--- src/rtl/vx_wb_arbiter.sv ---
// vx_wb_arbiter
// Merges the commit streams of the execute units into a single registered
// writeback beat stream, and counts committed instructions and active lanes.
//
// Ports
//   clk, reset          : clock; synchronous active-high reset
//   req_valid/req_ready : per-channel commit handshake (NUM_REQS bits)
//   req_uuid/wid/PC/tmask/wb/rd/data/eop : per-channel flattened payload,
//                         channel c occupies slice [c*W +: W]
//   wb_valid, wb_uuid, wb_wid, wb_PC, wb_tmask, wb_rd, wb_data, wb_eop :
//                         registered writeback beat, no back-pressure
//   commit_count        : committed instructions (eop beats), wraps
//   thread_count        : committed active lanes, wraps
//
// Channels that do not write a register (req_wb=0) are always accepted and
// produce no beat. Register-writing channels are round-robin arbitrated; with
// LOCK_EOP=1 a multi-beat packet keeps the grant until its eop beat.
module vx_wb_arbiter #(
    parameter int NUM_REQS    = 5,
    parameter int NUM_THREADS = 4,
    parameter int NW_BITS     = 2,
    parameter int NR_BITS     = 6,
    parameter int UUID_BITS   = 44,
    parameter int CTR_BITS    = 44,
    parameter int LOCK_EOP    = 1
) (
    input  logic                              clk,
    input  logic                              reset,
    input  logic [NUM_REQS-1:0]               req_valid,
    output logic [NUM_REQS-1:0]               req_ready,
    input  logic [NUM_REQS*UUID_BITS-1:0]     req_uuid,
    input  logic [NUM_REQS*NW_BITS-1:0]       req_wid,
    input  logic [NUM_REQS*32-1:0]            req_PC,
    input  logic [NUM_REQS*NUM_THREADS-1:0]   req_tmask,
    input  logic [NUM_REQS-1:0]               req_wb,
    input  logic [NUM_REQS*NR_BITS-1:0]       req_rd,
    input  logic [NUM_REQS*NUM_THREADS*32-1:0] req_data,
    input  logic [NUM_REQS-1:0]               req_eop,
    output logic                              wb_valid,
    output logic [UUID_BITS-1:0]              wb_uuid,
    output logic [NW_BITS-1:0]                wb_wid,
    output logic [31:0]                       wb_PC,
    output logic [NUM_THREADS-1:0]            wb_tmask,
    output logic [NR_BITS-1:0]                wb_rd,
    output logic [NUM_THREADS*32-1:0]         wb_data,
    output logic                              wb_eop,
    output logic [CTR_BITS-1:0]               commit_count,
    output logic [CTR_BITS-1:0]               thread_count
);

    localparam int IDX_W  = (NUM_REQS > 1) ? $clog2(NUM_REQS) : 1;
    localparam int DATA_W = NUM_THREADS * 32;
    localparam logic [IDX_W-1:0] LAST_IDX = IDX_W'(NUM_REQS - 1);

    typedef enum logic {
        ST_IDLE   = 1'b0,
        ST_LOCKED = 1'b1
    } state_e;

    function automatic logic [CTR_BITS-1:0] popcount(input logic [NUM_THREADS-1:0] mask);
        logic [CTR_BITS-1:0] cnt;
        cnt = '0;
        for (int i = 0; i < NUM_THREADS; i++) begin
            cnt = cnt + CTR_BITS'(mask[i]);
        end
        return cnt;
    endfunction

    state_e                 state_q;
    logic [IDX_W-1:0]       lock_ch_q;
    logic [IDX_W-1:0]       last_grant_q;

    logic                   wb_valid_q;
    logic [UUID_BITS-1:0]   wb_uuid_q;
    logic [NW_BITS-1:0]     wb_wid_q;
    logic [31:0]            wb_pc_q;
    logic [NUM_THREADS-1:0] wb_tmask_q;
    logic [NR_BITS-1:0]     wb_rd_q;
    logic [DATA_W-1:0]      wb_data_q;
    logic                   wb_eop_q;
    logic [CTR_BITS-1:0]    commit_q;
    logic [CTR_BITS-1:0]    thread_q;

    logic [NUM_REQS-1:0]    cand_s;
    logic [NUM_REQS-1:0]    nowb_s;
    logic [NUM_REQS-1:0]    grant_oh_s;
    logic                   grant_valid_s;
    logic [IDX_W-1:0]       grant_idx_s;
    logic [IDX_W-1:0]       idx_s;
    logic [CTR_BITS-1:0]    commit_add_s;
    logic [CTR_BITS-1:0]    thread_add_s;

    // Candidate set: register-writing channels, narrowed to the lock owner mid-packet.
    always_comb begin
        nowb_s = req_valid & ~req_wb;
        cand_s = req_valid & req_wb;
        if (state_q == ST_LOCKED) begin
            cand_s = cand_s & (NUM_REQS'(1) << lock_ch_q);
        end else begin
            cand_s = cand_s;
        end
    end

    // Round-robin pick: first candidate after the last granted channel.
    always_comb begin
        grant_valid_s = 1'b0;
        grant_idx_s   = '0;
        idx_s         = '0;
        for (int i = 1; i <= NUM_REQS; i++) begin
            idx_s = IDX_W'((int'(last_grant_q) + i) % NUM_REQS);
            if (!grant_valid_s && cand_s[idx_s]) begin
                grant_valid_s = 1'b1;
                grant_idx_s   = idx_s;
            end else begin
                grant_valid_s = grant_valid_s;
            end
        end
        // Nothing is accepted while reset is held.
        grant_valid_s = grant_valid_s & ~reset;
    end

    // Accept: every non-writing channel plus the single granted channel.
    always_comb begin
        if (grant_valid_s) begin
            grant_oh_s = NUM_REQS'(1) << grant_idx_s;
        end else begin
            grant_oh_s = '0;
        end
        if (reset) begin
            req_ready = '0;
        end else begin
            req_ready = nowb_s | grant_oh_s;
        end
    end

    // Per-cycle counter increments, summed over all eop beats consumed this cycle.
    always_comb begin
        commit_add_s = '0;
        thread_add_s = '0;
        for (int c = 0; c < NUM_REQS; c++) begin
            if (req_valid[c] && req_ready[c] && req_eop[c]) begin
                commit_add_s = commit_add_s + CTR_BITS'(1);
                thread_add_s = thread_add_s + popcount(req_tmask[c*NUM_THREADS +: NUM_THREADS]);
            end else begin
                commit_add_s = commit_add_s;
            end
        end
    end

    // Arbitration state: lock owner and round-robin pointer.
    always_ff @(posedge clk) begin
        if (reset) begin
            state_q      <= ST_IDLE;
            lock_ch_q    <= '0;
            last_grant_q <= LAST_IDX;
        end else if (grant_valid_s) begin
            last_grant_q <= grant_idx_s;
            if ((LOCK_EOP != 0) && !req_eop[grant_idx_s]) begin
                state_q   <= ST_LOCKED;
                lock_ch_q <= grant_idx_s;
            end else begin
                state_q   <= ST_IDLE;
                lock_ch_q <= lock_ch_q;
            end
        end else begin
            state_q      <= state_q;
            lock_ch_q    <= lock_ch_q;
            last_grant_q <= last_grant_q;
        end
    end

    // Writeback register; payload only loads on a grant so it holds otherwise.
    always_ff @(posedge clk) begin
        if (reset) begin
            wb_valid_q <= 1'b0;
            wb_uuid_q  <= '0;
            wb_wid_q   <= '0;
            wb_pc_q    <= '0;
            wb_tmask_q <= '0;
            wb_rd_q    <= '0;
            wb_data_q  <= '0;
            wb_eop_q   <= 1'b0;
        end else begin
            wb_valid_q <= grant_valid_s;
            if (grant_valid_s) begin
                wb_uuid_q  <= req_uuid[int'(grant_idx_s)*UUID_BITS +: UUID_BITS];
                wb_wid_q   <= req_wid[int'(grant_idx_s)*NW_BITS +: NW_BITS];
                wb_pc_q    <= req_PC[int'(grant_idx_s)*32 +: 32];
                wb_tmask_q <= req_tmask[int'(grant_idx_s)*NUM_THREADS +: NUM_THREADS];
                wb_rd_q    <= req_rd[int'(grant_idx_s)*NR_BITS +: NR_BITS];
                wb_data_q  <= req_data[int'(grant_idx_s)*DATA_W +: DATA_W];
                wb_eop_q   <= req_eop[grant_idx_s];
            end else begin
                wb_uuid_q  <= wb_uuid_q;
                wb_wid_q   <= wb_wid_q;
                wb_pc_q    <= wb_pc_q;
                wb_tmask_q <= wb_tmask_q;
                wb_rd_q    <= wb_rd_q;
                wb_data_q  <= wb_data_q;
                wb_eop_q   <= wb_eop_q;
            end
        end
    end

    // Performance counters, wrapping modulo 2^CTR_BITS.
    always_ff @(posedge clk) begin
        if (reset) begin
            commit_q <= '0;
            thread_q <= '0;
        end else begin
            commit_q <= commit_q + commit_add_s;
            thread_q <= thread_q + thread_add_s;
        end
    end

    assign wb_valid     = wb_valid_q;
    assign wb_uuid      = wb_uuid_q;
    assign wb_wid       = wb_wid_q;
    assign wb_PC        = wb_pc_q;
    assign wb_tmask     = wb_tmask_q;
    assign wb_rd        = wb_rd_q;
    assign wb_data      = wb_data_q;
    assign wb_eop       = wb_eop_q;
    assign commit_count = commit_q;
    assign thread_count = thread_q;

endmodule

--- config.mk ---
export PLATFORM = sky130hd
export DESIGN_NAME = vx_wb_arbiter
export DESIGN_NICKNAME = d
export VERILOG_FILES = /design/src/rtl/vx_wb_arbiter.sv
export SDC_FILE = /design/constraint.sdc
export NUM_CORES = 1
export LEC_CHECK = 0
export ABC_AREA = 1
export BUFFER_PORTS_ARGS = -buffer_cell sky130_fd_sc_hd__buf_2
export CAP_MARGIN = 0
export CORE_AREA = 2 2 545 547
export CTS_CLUSTER_SIZE = 24
export DETAILED_ROUTE_END_ITERATION = 16
export DIE_AREA = 0 0 547 549
export PLACE_DENSITY_LB_ADDON = 0.25
export SYNTH_ARGS = -nofsm -noshare
export SYNTH_HDL_FRONTEND = slang
export SYNTH_SLANG_ARGS = --single-unit
--- constraint.sdc ---
create_clock -name clk -period 17.5 [get_ports clk]
set_input_delay 2.625 -clock clk [delete_from_list [all_inputs] [get_ports clk]]
set_output_delay 2.625 -clock clk [all_outputs]
set_load 0.1 [all_outputs]
==> results.cfg, run 1 <==
[die]
row_count = 200
dieArea_sq_mm = 0.3003
ios = 1408
start_util = 0.07482
core_sq_mm = 0.2950
dieWidth_microns = 547
fp.dieH_microns = 549

[critical_path]
crit_path_top_delay_cell = nand2_8
cp-start-kind = register
critPathMostFrequentCell = nand2_1
cp_data_arrival_time_ns = 13.24
worstSetupEndpointType = register
cpPeakStageDelay_ns = 0.65
critPathMaxFanout = 98
crit_type = reg -> reg
cp.required_ns = 18.10

[route]
via_per_inst = 3.624
drt_first_iter_violations = 2324
routed_wirelength_microns = 240000
vias = 32090
drtPass1Iterations = 6
routedWlPerCell_microns = 27.10
route.detailed.drc = 0
postRouteAntennaNets = 0

[synthesis]
synth_top_area_frac = 0.2839
yosysTopAreaCell = dfxtp_1
ys_warn_count = 0
async_reset_ff_frac = 0
netlist_area_sq_mm = 0.02207
synthTopCellsByArea = dfxtp_1, nand2_1, nor2_1
ys_seq_area_frac = 0.2839
synth_edf_count = 0
syn_inst = 3536
synth.ff_latch_count = 313
synth.distinct_cells = 62
synth.avg_cell_area_sq_um = 6.243
ys.flop_type = dfxtp_1

[placed_design]
port_buffers = 1407
postPlaceCellArea_sq_mm = 0.03344
place_congestion = 0.9860
dp_hpwl_microns = 206500

[sta]
finalHoldViolations = 0
max_freq_mhz = 79.10
worstMarginPinSlew_ns = 1.481
clock_skew_ns = 0.03984
period_minus_slack_ns = 12.64
slew-limit-headroom = 0.009343
drv_slew = 0
rsz0062_at_grt = no
finalSetupViolations = 0
setup_tns_ns = 0
fin_crit_sh = 0.7225

[layout]
syn_to_final_growth_pct = 60.21
finish.utilization = 0.1199
final_cell_area_sq_mm = 0.03537
nets = 5939
drive_above_1_share = 0.3403

[clock_tree]
numCtsBuffers = 51
clock_sinks = 313
cts_resized = 0
cts.reportedPaths.clkPinSlew_ns = 0.06
htree_levels = 2
cts_tree = done
cts_buffer_depth = 3
cts_hold_buf = 0
clk-insertion-delay-late_ns = 0.74
cts_setup_buffers = 0
cts-root-buf = clkbuf_16

[global_routing]
grt_max_degree = 161
antenna_found_initial = 200
overflow = 0
grt_pass1_vias = 31050
grtUsageTotal = 0.1522
grt_pass1_wl_microns = 303400

[status]
violations = max-capacitance violations
outcome = complete, but fails checks

[min_path]
min_path_type = reg -> reg

[flow_run]
cap_violations = 1
-- sequential cells by signal, summed over array words and instances, names as in the netlist --
register	flops
state_q	1
wb_uuid	44
last_grant_q	3
wb_data	128
wb_tmask	4
wb_rd	6
wb_PC	32
wb_eop	1
thread_count	44
commit_count	44
wb_valid	1
lock_ch_q	3
wb_wid	2
-- synth_stat cells, types with 3 or more instances --
master and n:
nor4_1 12, o21ai_0 264, a21o_1 3, and3_1 3, nor2_4 4, nor2_1 752, nand3_2 12, fa_1 15
inv_2 22, o32ai_1 216, clkbuf_1 213, o21ai_1 13, nand3b_1 3, nand3_1 86, nand2_2 39, nand2_1 865
inv_1 174, o21a_1 10, xor2_1 7, or2_2 3, dfxtp_1 313, ha_1 46, nor3b_1 5, xnor2_1 4
a221oi_1 3, buf_2 22, buf_1 16, o31ai_1 5, nor3_1 33, clkinv_1 3, nand4_1 24, a21oi_1 70
nand3_4 4, nor2_2 8, nand2_4 5, a31oi_1 225
-- layout by cell type (no fill, tap or decap), drive strengths merged, types with 13 or more instances in the layout --
master	count
a21oi	73
a31oi	225
buf	1444
clkbuf	71
dfxtp	313
diode	98
fa	15
ha	46
inv	202
nand2	909
nand3	102
nand4	27
nor2	766
nor3	34
nor4	13
o21ai	279
o32ai	216
-- cell families after synthesis --
logic type      count (synthesis)  synth area share
compound gates                825            0.2422
mux                             2         0.0009635
flops                         313            0.2839
xor+xnor                       11          0.004364
fa+ha+maj                      61           0.03968
other cells                     1         0.0001699
buf+inv                       453           0.07901
simple gates                 1870            0.3498
-- path summary, 6_finish.rpt --
path | start | endpoint | slack (ns) | cells past startpoint
setup / recovery | last_grant_q[0] | thread_count[32] | 4.86 | 69
hold / removal | wb_data[123] | wb_data[123] | 0.48 | 2
setup reg to reg | last_grant_q[0] | thread_count[32] | 4.86 | 69
hold reg to reg | wb_data[123] | wb_data[123] | 0.48 | 2
-- worst max-delay path, delay by kind of cell (launching register included) --
kind / cells / cell delay, ns
AOI/OAI and AO/OA: 9 / 1.51
buffers and inverters: 11 / 1.27
adders and majority gates: 10 / 3.99
DFF: 1 / 0.30
and+or+nand+nor: 39 / 5.47
-- stage by stage --
step / setup WS [ns] / hold WS (ns) / cells
5_1_grt: 3.626 / 0.5003 / 8788
3_3_place_gp: 4.274 / 0.4715 / 8667
6_report: 4.857 / 0.4840 / 8854
4_1_cts: 4.725 / 0.4851 / 8756
2_1_floorplan: 6.253 / 0.4762 / 3537
3_5_place_dp: 4.232 / 0.4744 / 8667
-- layer usage --
| layer | global-route usage | part of all wire | vias up |
|---|---|---|---|
| met1 | 0.1729 | 0.39 | 15340 |
| met4 | 0.05311 | 0.039 | 92 |
| met5 | 0 | 0.0025 | - |
| li1 | - | - | 14660 |
| met2 | 0.2485 | 0.46 | 1601 |
| met3 | 0.07152 | 0.11 | 398 |
-- layout make-up --
cell class,instances,area [sq um]
Fill cell,35050,259700
Clock buffer,71,1463
Clock inverter,18,216.5
Tap cell,3939,4928
Antenna cell,98,245.2
Inverter,200,773.2
Multi-Input combinational cell,2771,14110
Timing Repair Buffer,1444,7367
Sequential cell,313,6266
Power of run 1 is left out: the tool's default activity adds up to more than one toggle a clock period on the data nets, which glitch-free logic cannot reach.
==> run 2: changes to the inputs <==
--- a/config.mk
+++ b/config.mk
@@ -5,13 +5,13 @@
 export SDC_FILE = /design/constraint.sdc
 export NUM_CORES = 1
 export LEC_CHECK = 0
-export ABC_AREA = 1
+export ABC_AREA = 0
 export BUFFER_PORTS_ARGS = -buffer_cell sky130_fd_sc_hd__buf_2
 export CAP_MARGIN = 0
-export CORE_AREA = 2 2 545 547
+export CORE_AREA = 2 2 556 558
 export CTS_CLUSTER_SIZE = 24
 export DETAILED_ROUTE_END_ITERATION = 16
-export DIE_AREA = 0 0 547 549
+export DIE_AREA = 0 0 558 560
 export PLACE_DENSITY_LB_ADDON = 0.25
 export SYNTH_ARGS = -nofsm -noshare
 export SYNTH_HDL_FRONTEND = slang
==> constraint.sdc (replaced) <==
create_clock -name clk -period 10.25 [get_ports clk]
set_input_delay 1.5375 -clock clk [delete_from_list [all_inputs] [get_ports clk]]
set_output_delay 1.5375 -clock clk [all_outputs]
set_load 0.1 [all_outputs]
==> run 2 against run 1 <==
Compared with the run above: the run now ends clean; register-to-register slack worse by 4.5 ns; non-clock buffer count increased by 181; first-iteration DRC count down 15%; sequential share of layout area fell by 1.4 points; global-route usage is 1.1 points lower; clock skew is 0.0074 ns lower; maximum frequency increased by 28%; largest cell class unchanged; routed wire length is 3.2% lower; critical endpoint is now thread_count[36]; critical path depth fell by 31; utilization up 0.50 points; critical path type unchanged; sequential cell count is the same; clock-buffer cell count down 14.
==> results.cfg, run 2 <==
[status]
outcome = finished, final reports clean

[sta]
period_minus_slack_ns = 9.853
rsz0062_at_grt = yes
fin_crit_sh = 0.9613
max_freq_mhz = 101.5
worstMarginPinSlew_ns = 1.223
slew-limit-headroom = 0.1789
drv_slew = 0
clock_skew_ns = 0.03246
finalHoldViolations = 0
setup_slack_ns = 0.3966
finalSetupViolations = 0

[synthesis]
synth.avg_cell_area_sq_um = 7.311
ys_warn_count = 0
ys_seq_area_frac = 0.2730
synth.most_common_cell = nand2_1
synth.distinct_cells = 95
synth_edf_count = 0
yosysTopAreaCell = dfxtp_1
synthTopCellsByArea = dfxtp_1, a211oi_1, a311oi_1
syn_inst = 3139
synth.ff_latch_count = 313
synth_top_area_frac = 0.2730
synth_common_cells = nand2_1, a211oi_1, nor2_1
ys.flop_type = dfxtp_1
async_reset_ff_frac = 0
netlist_area_sq_mm = 0.02295

[route]
routedWlPerCell_microns = 26.59
route.detailed.drc = 0
drt_first_iter_violations = 1986
routed_wirelength_microns = 232200
vias = 31180
postRouteAntennaNets = 0
via_per_inst = 3.569
drtPass1Iterations = 5

[layout]
nets = 5674
final_cells = 8735
final_common_cell = buf_2
largest_reg_flops = 128
mostFrequentLayoutCells = buf_2, nand2_1, a211oi_1
syn_to_final_growth_pct = 67.10
drive_above_1_share = 0.4129

[critical_path]
worstSetupEndpointType = register
cp_data_arrival_time_ns = 10.39
cpPeakStageDelay_ns = 0.59
crit_type = reg -> reg
critPathMaxFanout = 5
cp-start-kind = register
critPathMostFrequentCell = fa_1
crit_path_top_delay_cell = or4b_4
cp.required_ns = 10.79

[die]
core_sq_mm = 0.3071
ios = 1408
row_count = 204
start_util = 0.07474
dieWidth_microns = 558
fp.dieH_microns = 560
dieArea_sq_mm = 0.3125

[clock_tree]
htree_levels = 2
cts.reportedPaths.clkPinSlew_ns = 0.06
clock_sinks = 313
cts_hold_buf = 0
cts_buffer_depth = 3
cts_tree = done
cts-root-buf = clkbuf_16
clk-insertion-delay-late_ns = 0.68
numCtsBuffers = 47

[global_routing]
grt_pass1_wl_microns = 293400
grt_max_degree = 115
grt_pass1_vias = 30220
antenna_found_initial = 166
grtUsageTotal = 0.1414
overflow = 0

[placed_design]
port_buffers = 1407
dp_cells = 8568
dp_hpwl_microns = 201100
place_congestion = 0.9417
dp_slack_ns = -0.5612

[min_path]
min_path_type = reg -> reg

[flow_run]
cap_violations = 0
-- run 2: changes by cell type in the layout (fill, tap and decap cells not counted), sizes merged, moves of 145 or more --
cell,delta
o32ai,-212
buf,+181
inv,-145
a31oi,-222
and2,+223
o21ai,-247
a311oi,+218
a211oi,+438
a21oi,+191
nor2,-434
nand2,-401
-- run 2: stage by stage --
step	util	area (sq um)	setup TNS, ns	hold slack (ns)
floorplan	-	23130	0	0.4693
global placement	0.1170	35910	-9.526	0.4828
detailed placement	0.1170	35910	-10.77	0.4880
CTS	0.1225	37630	0	0.4968
global route	0.1246	38250	-0.3191	0.5166
finish	0.1249	38350	0	0.4965
-- run 2: what timing repair did --
item / CTS / global route
resized for setup: 16 / 88
endpoints found under the setup margin: 36 / 40
pin swaps: 9 / 50
cloned: 0 / 0
setup buffers: 2 / 19
-- run 2: worst max-delay path: cells and delay by family, from the launching register on --
kind | cells | cell delay, ns
xor+xnor | 2 | 0.39
flops | 1 | 0.38
buf+inv | 2 | 0.21
mux | 4 | 0.95
fa+ha+maj | 9 | 3.54
compound gates | 9 | 1.85
simple gates | 12 | 2.38
-- run 2: final cells by class --
class                           instances  area [sq um]
Antenna cell                           62         155.1
Clock buffer                           57          1254
Clock inverter                         29         385.4
Fill cell                           35960        268700
Inverter                               52         205.2
Multi-Input combinational cell       2477         16150
Sequential cell                       313          6275
Tap cell                             4120          5155
Timing Repair Buffer                 1625          8765
-- run 2: worst paths after layout --
check / slack [ns] / endpoint / start / cells past startpoint
max: 0.40 / thread_count[36] / last_grant_q[1] / 38
min: 0.50 / wb_data[53] / wb_data[53] / 2
max reg2reg: 0.40 / thread_count[36] / last_grant_q[1] / 38
min reg2reg: 0.50 / wb_data[53] / wb_data[53] / 2
-- run 2: cell families (layout without fill, tap and decap cells) --
| group | Yosys count | in the layout | share of synthesized area |
|---|---|---|---|
| buffers and inverters | 350 | 1763 | 0.05867 |
| AO/OA/AOI/OAI | 1055 | 1055 | 0.3322 |
| flip-flops | 313 | 313 | 0.2730 |
| adder cells (fa/ha/maj) | 61 | 61 | 0.03817 |
| other | 1 | 64 | 0.0001634 |
| multiplexers | 25 | 25 | 0.01254 |
| AND/OR/NAND/NOR | 1245 | 1245 | 0.2501 |
| XOR/XNOR | 89 | 89 | 0.03511 |
-- run 2: metal layers --
layer / global-route usage / vias to the layer above / share of wire
met2: 0.2485 / 1503 / 0.49
met5: 0 / - / 0.0013
li1: - / 14340 / -
met3: 0.03969 / 381 / 0.078
met1: 0.1612 / 14910 / 0.39
met4: 0.05185 / 44 / 0.041
Power of run 2 is left out for the same reason.
